$ cat src/rtl/sar_search_6bits.sv
// MSB-first successive-approximation search against an external comparator.
// Define SAR_EARLY_EXIT_EN to end the search on the first AeqB probe.
module sar_search_6bits #(
    parameter int WIDTH = 6
) (
    input  logic             clk,
    input  logic             rst,
    input  logic             start,
    input  logic             AltB,
    input  logic             AeqB,
    input  logic             AgtB,
    output logic [WIDTH-1:0] trial,
    output logic             busy,
    output logic             done,
    output logic [WIDTH-1:0] result,
    output logic             found,
    output logic             error
);

    localparam int KW = (WIDTH > 1) ? $clog2(WIDTH) : 1;
    localparam logic [KW-1:0] K_MSB = KW'(WIDTH - 1);

    typedef enum logic [1:0] {
        S_IDLE,
        S_PROBE,
        S_DONE
    } state_t;

    state_t           state_q, state_d;
    logic [WIDTH-1:0] trial_q, trial_d;
    logic [WIDTH-1:0] result_q, result_d;
    logic [KW-1:0]    k_q, k_d;
    logic             busy_q, busy_d;
    logic             done_q, done_d;
    logic             found_q, found_d;
    logic             error_q, error_d;

    logic             flags_ok;
    logic [WIDTH-1:0] decided;

    assign flags_ok = (AltB ^ AeqB ^ AgtB) && !(AltB && AeqB && AgtB);

    // Bit k survives unless the target is below the trial.
    always_comb begin
        decided = trial_q;
        if (AltB) begin
            decided[k_q] = 1'b0;
        end
    end

    always_comb begin
        state_d  = state_q;
        trial_d  = trial_q;
        result_d = result_q;
        k_d      = k_q;
        busy_d   = busy_q;
        done_d   = 1'b0;
        found_d  = found_q;
        error_d  = error_q;

        unique case (state_q)
            S_IDLE, S_DONE: begin
                if (start) begin
                    state_d            = S_PROBE;
                    trial_d            = '0;
                    trial_d[WIDTH-1]   = 1'b1;
                    k_d                = K_MSB;
                    found_d            = 1'b0;
                    error_d            = 1'b0;
                    busy_d             = 1'b1;
                end
            end

            S_PROBE: begin
                if (!flags_ok) begin
                    state_d  = S_DONE;
                    busy_d   = 1'b0;
                    done_d   = 1'b1;
                    error_d  = 1'b1;
                    found_d  = 1'b0;
                    result_d = '0;
`ifdef SAR_EARLY_EXIT_EN
                end else if (AeqB) begin
                    state_d  = S_DONE;
                    busy_d   = 1'b0;
                    done_d   = 1'b1;
                    found_d  = 1'b1;
                    result_d = trial_q;
`endif
                end else begin
                    if (AeqB) begin
                        found_d = 1'b1;
                    end
                    if (k_q != '0) begin
                        trial_d                 = decided;
                        trial_d[k_q - 1'b1]     = 1'b1;
                        k_d                     = k_q - 1'b1;
                    end else begin
                        state_d  = S_DONE;
                        busy_d   = 1'b0;
                        done_d   = 1'b1;
                        result_d = decided;
                    end
                end
            end

            default: begin
                state_d = S_IDLE;
                busy_d  = 1'b0;
            end
        endcase
    end

    always_ff @(posedge clk) begin
        if (rst) begin
            state_q  <= S_IDLE;
            trial_q  <= '0;
            result_q <= '0;
            k_q      <= '0;
            busy_q   <= 1'b0;
            done_q   <= 1'b0;
            found_q  <= 1'b0;
            error_q  <= 1'b0;
        end else begin
            state_q  <= state_d;
            trial_q  <= trial_d;
            result_q <= result_d;
            k_q      <= k_d;
            busy_q   <= busy_d;
            done_q   <= done_d;
            found_q  <= found_d;
            error_q  <= error_d;
        end
    end

    assign trial  = trial_q;
    assign busy   = busy_q;
    assign done   = done_q;
    assign result = result_q;
    assign found  = found_q;
    assign error  = error_q;

endmodule

$ cat config.mk
export PLATFORM = sky130hd
export DESIGN_NAME = sar_search_6bits
export DESIGN_NICKNAME = d
export VERILOG_FILES = /design/src/rtl/sar_search_6bits.sv
export SDC_FILE = /design/constraint.sdc
export NUM_CORES = 1
export LEC_CHECK = 0
export ABC_AREA = 1
export CORE_UTILIZATION = 35
export DETAILED_ROUTE_END_ITERATION = 6
export HOLD_SLACK_MARGIN = 0.08
export PLACE_DENSITY = 0.6
export SLEW_MARGIN = 5
export SYNTH_ARGS = -nofsm -noshare
export SYNTH_HDL_FRONTEND = slang
export SYNTH_SLANG_ARGS = --single-unit
$ cat constraint.sdc
create_clock -name clk -period 3.9 [get_ports clk]
set_input_delay 0.585 -clock clk [delete_from_list [all_inputs] [get_ports clk]]
set_output_delay 0.585 -clock clk [all_outputs]
set_load 0.05 [all_outputs]
After elaboration in Yosys (flattened, before gate mapping)
Cells that the tools add are included.

storage, ports and cells
  register bits = 21
  output and inout port bits = 16

cells by class
  magnitude comparators = 4
  reductions and logical operators = 16
  bitwise operators = 6
  $add $sub $neg = 1
  equal/unequal tests = 9
  muxes and demuxes = 31

operators by type and width
  operator                                                                              count
  6-bit two-way mux                                                                     6
  6-bit one-hot mux with 2 select lines                                                 1
  1-bit two-way mux                                                                     11
  2-bit inequality test (second input constant)                                         5
  3-bit two-way mux                                                                     3
  3-bit by 4-bit less-than comparator with 1-bit output (second input constant)         2
  6-bit bitwise AND                                                                     1
  1-bit demux with 3-bit select                                                         2
  3-bit by 1-bit greater-or-equal comparator with 1-bit output (second input constant)  2
  2-bit two-way mux                                                                     3
  3-bit inequality test (second input constant)                                         2
  6-bit NOT                                                                             1
  6-bit OR                                                                              1
  1-bit one-hot mux with 2 select lines                                                 3
  3-bit one-hot mux with 2 select lines                                                 1
  3-bit AND reduction                                                                   2
  1-bit logical AND                                                                     5
  2-bit one-hot mux with 2 select lines                                                 1
  2-bit AND reduction                                                                   2
  4-bit AND reduction                                                                   1
  2-bit OR reduction                                                                    2
  3-bit nonzero test                                                                    1
  3-bit by 1-bit subtractor with 3-bit output (second input constant)                   1
  2-bit by 1-bit equality test with 1-bit output (second input constant)                1
  other kinds (6)                                                                       7

Longest topological paths before layout
Gate-level depths: netlist of run 1.

  depth after elaboration = 11
  gate-level depth with buffers = 11
  mapped depth without buffers = 11

Worst setup path after synthesis of run 1
Ideal clock, no wire load.

  path kind = input to register
  start = input AltB
  end = register result_q[5] (netlist: result[5])
  arrival = 1.471 ns
  path slack = 2.360 ns
  stages = 7
  data required time = 3.830 ns
  cell sequence = ha_1 -> inv_1 -> nand2_1 -> nand2_1 -> nor2_4 -> nand3b_1 -> a21oi_1

on the way
  longest elaborated chain between the ends = 6
  elaborated cells between the ends (all ways) = 11
  those cells by class = eq/ne: 1; mux: 3; bitwise: 2; reduce/logical: 5

RTL lines
  item                             RTL line  RTL
  start: declaration               9         input logic AltB,
  1-bit logical AND (2 in series)  41        assign flags_ok = (AltB ^ AeqB ^ AgtB) && !(AltB && AeqB && AgtB);
  1-bit logical NOT                41
  1-bit logical AND                41
  2-bit inequality test (no line)  --
  2-bit AND reduction (no line)    --
  end signal: assignment           127       result_q <= result_d;
  end: declaration                 31        logic [WIDTH-1:0] result_q, result_d;

Several ways; a longest one is shown, not always the timed one. The select of a mux whose other input is x is not followed.
A chain may end at the register's enable or synchronous reset.

Final worst setup path of run 1
  start = register trial_q[4] (netlist: trial[4])
  end = output trial[4]

RTL lines
  item                      RTL line  RTL
  start: declaration        30        logic [WIDTH-1:0] trial_q, trial_d;
  start signal: assignment  126       trial_q <= trial_d;
  end: declaration          12        output logic [WIDTH-1:0] trial,

No word-level cell between the ends.

==> results.json, run 1 <==
{
  "p_leak_nw": 0.642,
  "ys_seq_elements": 21,
  "synth_fp_nets": 179,
  "gr-max-usage-layer": "met2",
  "hpwl_um": 2080,
  "timing.final.crit_share_pct": 54.9,
  "worst_slack_ps": 1760,
  "worst_slew_pin_slew_ps": 505,
  "cts_root_buffer": "clkbuf_4",
  "slew-limit-headroom_pct": 66.2,
  "fin_setup_tns_ps": 0,
  "finalPower_uw": 570,
  "synth.avg_cell_area_um2": 6.79,
  "grt_pass1_vias": 1044,
  "path_clk_slew_ps": 120,
  "yosysSeqAreaShare_pct": 36.4,
  "drv_cap": 0,
  "clock.fmax_ghz": 0.467,
  "pin_count": 22,
  "die_y_um": 59.4,
  "synth_edf_count": 0,
  "min_path_type": "register to register",
  "viasPerCell": 4.61,
  "cp_slowest_cell": "clkdlybuf4s50_1",
  "nNetsFinal": 202,
  "crit_chain": "clkdlybuf4s50_1",
  "route.detailed.drc": 0,
  "crit_fanout": 4,
  "use_met2_pct": 28.4,
  "synth_cell_types": 19,
  "drive_gt1_share_pct": 9.38,
  "post_cts_buffers": 0,
  "yosysTopAreaCell": "dfxtp_1",
  "regArea_um2": 420,
  "groute.usage.overall_pct": 16.6,
  "cts_tree": "built",
  "cts_made_buffers": 3,
  "arrival_ps": 1560,
  "antenna_found_initial": 0,
  "place_congestion": 0.845,
  "grt_util_met1_pct": 19.8,
  "critPathKind": "register to primary output",
  "syn_area_mm2": 0.00115,
  "hold_path.startpoint": "result[2]",
  "area_growth_pct": 23.5,
  "synth-main-ff-cell": "dfxtp_1",
  "min_to": "result[2]",
  "die-area_mm2": 0.00353,
  "via_count": 1089,
  "synth_common_cells": "nand2_1, dfxtp_1, nand3_1",
  "critical_path.max_stage_delay_ps": 830,
  "cts_hold_buf": 0,
  "start_util_pct": 37.2,
  "endpoint_kind": "primary output",
  "hold_viol_final": 0,
  "status": "complete, no violations",
  "setup_viol": 0,
  "yosys_warnings": 0,
  "drtIter0Drc": 39,
  "synth_area_leaders": "dfxtp_1, nand2_1, nand3_1",
  "reg2reg_to": "trial[1]",
  "fp-row-count": 20,
  "wl_um": 2730,
  "cp_top_family": "buffers and inverters",
  "dp_worst_setup_slack_ps": 1710,
  "cts_sinks": 21,
  "grt_max_degree": 18,
  "crit_path_start_kind": "register",
  "use_met3_pct": 2.62,
  "crit_buf_inv": 1,
  "syn-instance-count": 170,
  "cts_max_level": 1,
  "cp.required_ps": 3310,
  "r2r-start": "k_q[0]",
  "async_reset_ff_share_pct": 0,
  "yosysMostFrequentCell": "nand2_1",
  "n_antenna_cell": 0,
  "grt_overflow_total": 0,
  "slew_violations": 0,
  "hold_path_depth": 2,
  "grt_pass1_wl_um": 4310,
  "ant_nets": 0,
  "fin_skew_ps": 3.19,
  "regToRegSetupSlack_ps": 2270,
  "clock_latency_ps": 320,
  "rsz0062_at_grt": "false",
  "io_buffers": 21,
  "cts_buffer_depth": 2,
  "wl_per_cell_um": 11.6,
  "irDropWorstVdd_v": 0.000153,
  "first_pass_iters": 4,
  "die_x_um": 59.4,
  "multi_input_area_um2": 631,
  "min_period_ps": 2140,
  "n_fill_cell": 362,
  "core-area_mm2": 0.00310,
  "power.density_mw_per_mm2": 400,
  "worstRegToRegCells": 8,
  "cts_resized": 0,
  "synth.top_cell.area_share_pct": 36.4
}
worst max path at each step:
stage,from,endpoint,cells after the start,slack (ps)
after CTS,trial[4],trial[4],1,1750
after global routing,trial[2],trial[2],1,1720
after floorplan,AltB,result[5],7,2360
after detailed placement,AltB,found,8,1710
final,trial[4],trial[4],1,1760
after global placement,AltB,result[5],8,1780
stage by stage:
step / utilization (%) / std cells / hold slack, ps / cell area (um2)
finish: 46.0 / 236 / 471 / 1430
global route: 46.0 / 236 / 488 / 1430
CTS: 46.0 / 236 / 474 / 1430
detailed placement: 45.1 / 232 / 455 / 1400
global placement: 45.1 / 232 / 440 / 1400
floorplan: - / 170 / 430 / 1150
kinds of logic after synthesis:
kind of cell    after synthesis  synth area share (%)
fa+ha+maj                     3                  3.25
simple gates                103                  43.2
flops                        21                  36.4
buf+inv                      25                  8.99
compound gates               18                  8.13
layout by cell type, fill, tap and decap left out, types with 2 or more instances in the layout:
master,Yosys,layout
inv_2,3,3
a21oi_1,10,10
nand3b_1,2,2
nor2_4,2,2
nor2_1,19,19
nand2_4,5,5
inv_1,19,19
nand3_1,21,21
ha_1,3,3
o21ai_1,3,3
clkdlybuf4s50_1,0,21
clkbuf_4,0,3
dfxtp_1,21,21
nand2_1,51,51
o21ai_0,4,4
cell type report:
cell class | instances | area share [%]
multi-input cells | 124 | 44.2
clock buffers | 3 | 1.58
flip-flops and latches | 21 | 29.5
repair buffers | 21 | 14.7
well taps | 44 | 3.86
inverters | 22 | 5.79
clock inverters | 1 | 0.351
sequential cells by signal, indices dropped and copies added, names as in the netlist:
| name | flops |
|---|---|
| found | 1 |
| error | 1 |
| busy | 1 |
| trial | 6 |
| done | 1 |
| result | 6 |
| state_q | 2 |
| k_q | 3 |
power breakdown:
part | switching [mW] | internal, mW
clock network | 0.0714 | 0.0384
registers | 0.0149 | 0.232
logic | 0.147 | 0.0675
total | 0.233 | 0.338
metal layers:
metal | vias to the layer above | share of wire, % | routed length [um]
met5 | - | 0 | 0
met4 | 0 | 2.5 | 67
met3 | 7 | 3.4 | 92
met2 | 21 | 48 | 1300
met1 | 482 | 46 | 1270
li1 | 579 | - | -
Power figures use the tool's default switching activity.
==> run 2, diff against run 1 <==
==> constraint.sdc (replaced) <==
create_clock -name clk -period 2.2 [get_ports clk]
set_input_delay 0.33 -clock clk [delete_from_list [all_inputs] [get_ports clk]]
set_output_delay 0.33 -clock clk [all_outputs]
set_load 0.05 [all_outputs]
==> results of run 2 <==
Same layout as run 1 (identical final DEF). Status: complete, no violations.
Main changes from that run: setup slack after placement 1710 ps -> 268 ps; setup slack after layout 1760 ps -> 315 ps; register-to-register setup slack 2270 ps -> 570 ps; total power 0.570 mW -> 1.01 mW; worst IR drop on VDD 0.000153 V -> 0.000272 V
==> variant 1, RTL diff (flow settings as in run 1) <==
Add a define of `SAR_EARLY_EXIT_EN`.
--- a/src/rtl/sar_search_6bits.sv
+++ b/src/rtl/sar_search_6bits.sv
@@ -2,2 +2,4 @@
 // Define SAR_EARLY_EXIT_EN to end the search on the first AeqB probe.
+`define SAR_EARLY_EXIT_EN
+
 module sar_search_6bits #(
Behaviour: not the same (Yosys sat finds a counterexample within 4 cycles, from zero or initial values and one cycle with rst high).
==> variant 1 against run 1 <==
Setup slack about the same; count of clock-buffer cells in the layout unchanged; sequential cell count unchanged; critical endpoint unchanged; first-iteration DRC count increased by 5.1%; routed wire length increased by 2.3%; via count increased by 6.9%; core utilization decreased by 0.12 points; power increased by 29%; global-route usage increased by 0.88 points; sequential share of layout area increased by 0.078 points; highest routed layer unchanged; synthesized area increased by 0.11%; design area decreased by 0.26%.
==> variant 1: results (changes against run 1) <==
number of antenna violations at the first check in global routing=0 (unchanged); met1 Track Usage GR=0.233 (was 0.198); drt via density=4.87 (was 4.61); maximum number of pins on one net before global-route repair=15 (was 18); syn nets=182 (was 179); final layout net count=205 (was 202); Static Leakage=0.666 nW (was 0.642 nW); multiplexer fraction of the synthesized cell area=0 (unchanged); power of the combinational group=0.347 mW (was 0.214 mW); normalized max-slew margin=0.661 (was 0.662); area post-placement=0.00140 mm2 (about the same); ratio of cells with drive above 1 in the final layout=0.0718 (was 0.0938); Post-Synthesis Cells=173 (was 170); met3 wirelength from detailed routing=145 um (was 92 um); most frequent cells after synthesis=sky130_fd_sc_hd__nand2_1, sky130_fd_sc_hd__nor2_1, sky130_fd_sc_hd__inv_1, sky130_fd_sc_hd__dfxtp_1, sky130_fd_sc_hd__nand3_1 (was sky130_fd_sc_hd__nand2_1, sky130_fd_sc_hd__dfxtp_1, sky130_fd_sc_hd__nand3_1, sky130_fd_sc_hd__inv_1, sky130_fd_sc_hd__nor2_1); number of instances resized during post-cts repair=0 (unchanged); global-route wire length before repair=4.65 mm (was 4.31 mm); initial drt markers=41 (was 39); dpl ws=1.60 ns (was 1.71 ns); crit path max fanout=4 (unchanged); sequential element share of the synthesized area=0.364 (about the same); outcome=complete, no violations (unchanged); largest cells by area after synthesis=sky130_fd_sc_hd__dfxtp_1, sky130_fd_sc_hd__nand2_1, sky130_fd_sc_hd__nor2_1 (was sky130_fd_sc_hd__dfxtp_1, sky130_fd_sc_hd__nand2_1, sky130_fd_sc_hd__nand3_1); share of the synthesized netlist area taken by xor and xnor gates=0 (unchanged); vias in the first global route=1031 (was 1044); clock-pin slew on the worst setup and hold paths=0.14 ns (was 0.12 ns); slowest library cell on the worst path=sky130_fd_sc_hd__clkdlybuf4s50_1 (unchanged); estimated wirelength of the detail-placed design=2.08 mm (about the same); post-synthesis share of cell area spent on full adders, half adders and majority gates=0.0325 (about the same); Sw Share=0.462 (was 0.408); routed via count=1164 (was 1089); areal power density over the cells=517 mW/mm2 (was 400 mW/mm2); placed cell count=235 (was 232); worst setup skew after layout=0.0147 ns (was 0.00319 ns); final routed wirelength across all metal layers=2.79 mm (was 2.73 mm); routed wire length on met2=1.25 mm (was 1.30 mm); final weighted congestion of routability-driven global placement=0.891 (was 0.845); wire length the detailed router placed on met1=1.37 mm (was 1.27 mm); total global routing track utilization=0.175 (was 0.166); post-synthesis compound-gate area fraction=0.0779 (was 0.0813); met2 GRT Util=0.286 (was 0.284); number of distinct standard cells referenced by the synthesized netlist=20 (was 19); worst-case vdd ir drop=0.215 mV (was 0.153 mV); global-route met3 utilization=0.0306 (was 0.0262)
[variant 1: cell count changes in the layout (fill, tap and decap cells not counted), sizes merged, moves of 2 or more]
cell / delta
nor2: +6
nand3: -2
nand2: -11
nand4: +2
inv: +3
nor3: +2
[variant 1: area by class of cell]
type,instances,area (um2)
clock buffers,3,22.5
clock inverters,1,5.00
fillers,351,1680
inverters,26,103
multi-input cells,123,607
flip-flops and latches,21,420
well taps,44,55.1
repair buffers,21,210
[variant 1: worst paths after layout]
check                          endpoint  slack (ns)                  start  cells after the start
setup reg to reg  trial[3]$_SDFFE_PP0P_        2.33    k_q[0]$_SDFFE_PP0P_                      8
hold reg to reg      found$_SDFFE_PP0P_        0.46     found$_SDFFE_PP0P_                      2
hold / removal       found$_SDFFE_PP0P_        0.46     found$_SDFFE_PP0P_                      2
setup / recovery               trial[4]        1.76  trial[4]$_SDFFE_PP0P_                      1
==> variant 2, RTL diff (config.mk and constraints of run 1) <==
Made on the original files. Re-encode `state_t` (3 states) as one-hot, 3 bits wide.
--- a/src/rtl/sar_search_6bits.sv
+++ b/src/rtl/sar_search_6bits.sv
@@ -22,6 +22,6 @@
 
-    typedef enum logic [1:0] {
-        S_IDLE,
-        S_PROBE,
-        S_DONE
+    typedef enum logic [2:0] {
+        S_IDLE  = 3'b001,
+        S_PROBE = 3'b010,
+        S_DONE  = 3'b100
     } state_t;
Check against the original RTL: same outputs for any inputs over 10 cycles, from zero or initial values and one cycle with rst high; not proved beyond that.
==> variant 2 against run 1 <==
Design area is 4.4% higher; combinational power is 7% higher; synthesized area is 4.7% higher; critical path depth stayed put; sequential cell count is 1 higher; power is 7.8% higher; setup slack better by 0.042 ns; routed wire length is 4.9% lower; highest routed layer unchanged.
==> variant 2: results (changes against run 1) <==
most frequent cells after synthesis=sky130_fd_sc_hd__nand2_1, sky130_fd_sc_hd__inv_1, sky130_fd_sc_hd__dfxtp_1, sky130_fd_sc_hd__nor2_1, sky130_fd_sc_hd__nand3_1 (was sky130_fd_sc_hd__nand2_1, sky130_fd_sc_hd__dfxtp_1, sky130_fd_sc_hd__nand3_1, sky130_fd_sc_hd__inv_1, sky130_fd_sc_hd__nor2_1); number of synthesis warnings=0 (unchanged); outcome=complete, no violations (unchanged); crit path max fanout=3 (was 4); total global routing track utilization=0.163 (was 0.166); final weighted congestion of routability-driven global placement=0.841 (was 0.845); Static Leakage=0.703 nW (was 0.642 nW); count of port buffers added during placement=21 (unchanged); delay-heaviest family, CP=buffers and inverters (unchanged); final layout net count=215 (was 202); drt via density=4.71 (was 4.61); Routed wire per std cell=10.4 um (was 11.6 um); worst-case vdd ir drop=0.239 mV (was 0.153 mV); ratio of cells with drive above 1 in the final layout=0.122 (was 0.0938); slowest library cell on the worst path=sky130_fd_sc_hd__clkdlybuf4s50_1 (unchanged); largest cells by area after synthesis=sky130_fd_sc_hd__dfxtp_1, sky130_fd_sc_hd__nand2_1, sky130_fd_sc_hd__nand3_1 (unchanged); vias in the first global route=1034 (was 1044); dpl ws=1.60 ns (was 1.71 ns); first-pass detailed-route iteration total=4 (unchanged); normalized max-slew margin=0.667 (was 0.662); maximum number of pins on one net before global-route repair=15 (was 18); global-route wire length before repair=4.46 mm (was 4.31 mm); area post-placement=0.00145 mm2 (was 0.00140 mm2); estimated wirelength of the detail-placed design=2.06 mm (was 2.08 mm); post-synthesis share of cell area spent on full adders, half adders and majority gates=0.0311 (was 0.0325); arrival time at the worst endpoint=1.51 ns (was 1.56 ns); syn nets=192 (was 179); worst setup skew after layout=0.00720 ns (was 0.00319 ns); initial drt markers=40 (was 39); sequential element share of the synthesized area=0.364 (about the same); post-synthesis compound-gate area fraction=0.0621 (was 0.0813); number of CTS-inserted buffers=3 (unchanged)
variant 2: area by class of cell:
cell class	count	area (um2)
tap	44	55.1
inverter	30	113
multi-input combinational	128	634
timing repair buffer	21	210
clock buffer	4	36.3
sequential	22	440
fill	352	1660
variant 2: layer usage:
metal / vias up / share of wire / global-route usage
met5: - / 0 / 0
met4: 0 / 0.015 / 0.0747
met3: 4 / 0.054 / 0.0277
met2: 32 / 0.44 / 0.262
met1: 525 / 0.49 / 0.214
li1: 611 / - / -
variant 2: path summary, 6_finish.rpt:
path	start	endpoint	slack (ns)	cells past startpoint
setup / recovery	trial[4]$_SDFFE_PP0P_	trial[4]	1.80	1
hold / removal	found$_SDFFE_PP0P_	found$_SDFFE_PP0P_	0.45	2
setup reg to reg	k_q[0]$_SDFFE_PP0P_	k_q[1]$_SDFFE_PP0P_	2.33	8
hold reg to reg	found$_SDFFE_PP0P_	found$_SDFFE_PP0P_	0.45	2
variant 2: metrics by stage:
step | util | hold WS (ns) | cells
finish | 0.472 | 0.455 | 249
global route | 0.472 | 0.479 | 249
global placement | 0.461 | 0.436 | 245
floorplan | - | 0.468 | 183
CTS | 0.472 | 0.459 | 249
detailed placement | 0.461 | 0.441 | 245
variant 2: logic make-up after synthesis:
family	Yosys count
compound gates	15
fa+ha+maj	3
buf+inv	33
flops	22
simple gates	110
variant 2: power by group:
part	switching, mW	internal [mW]
Sequential	0.0172	0.245
Clock	0.0670	0.0570
Combinational	0.153	0.0757
Total	0.237	0.378
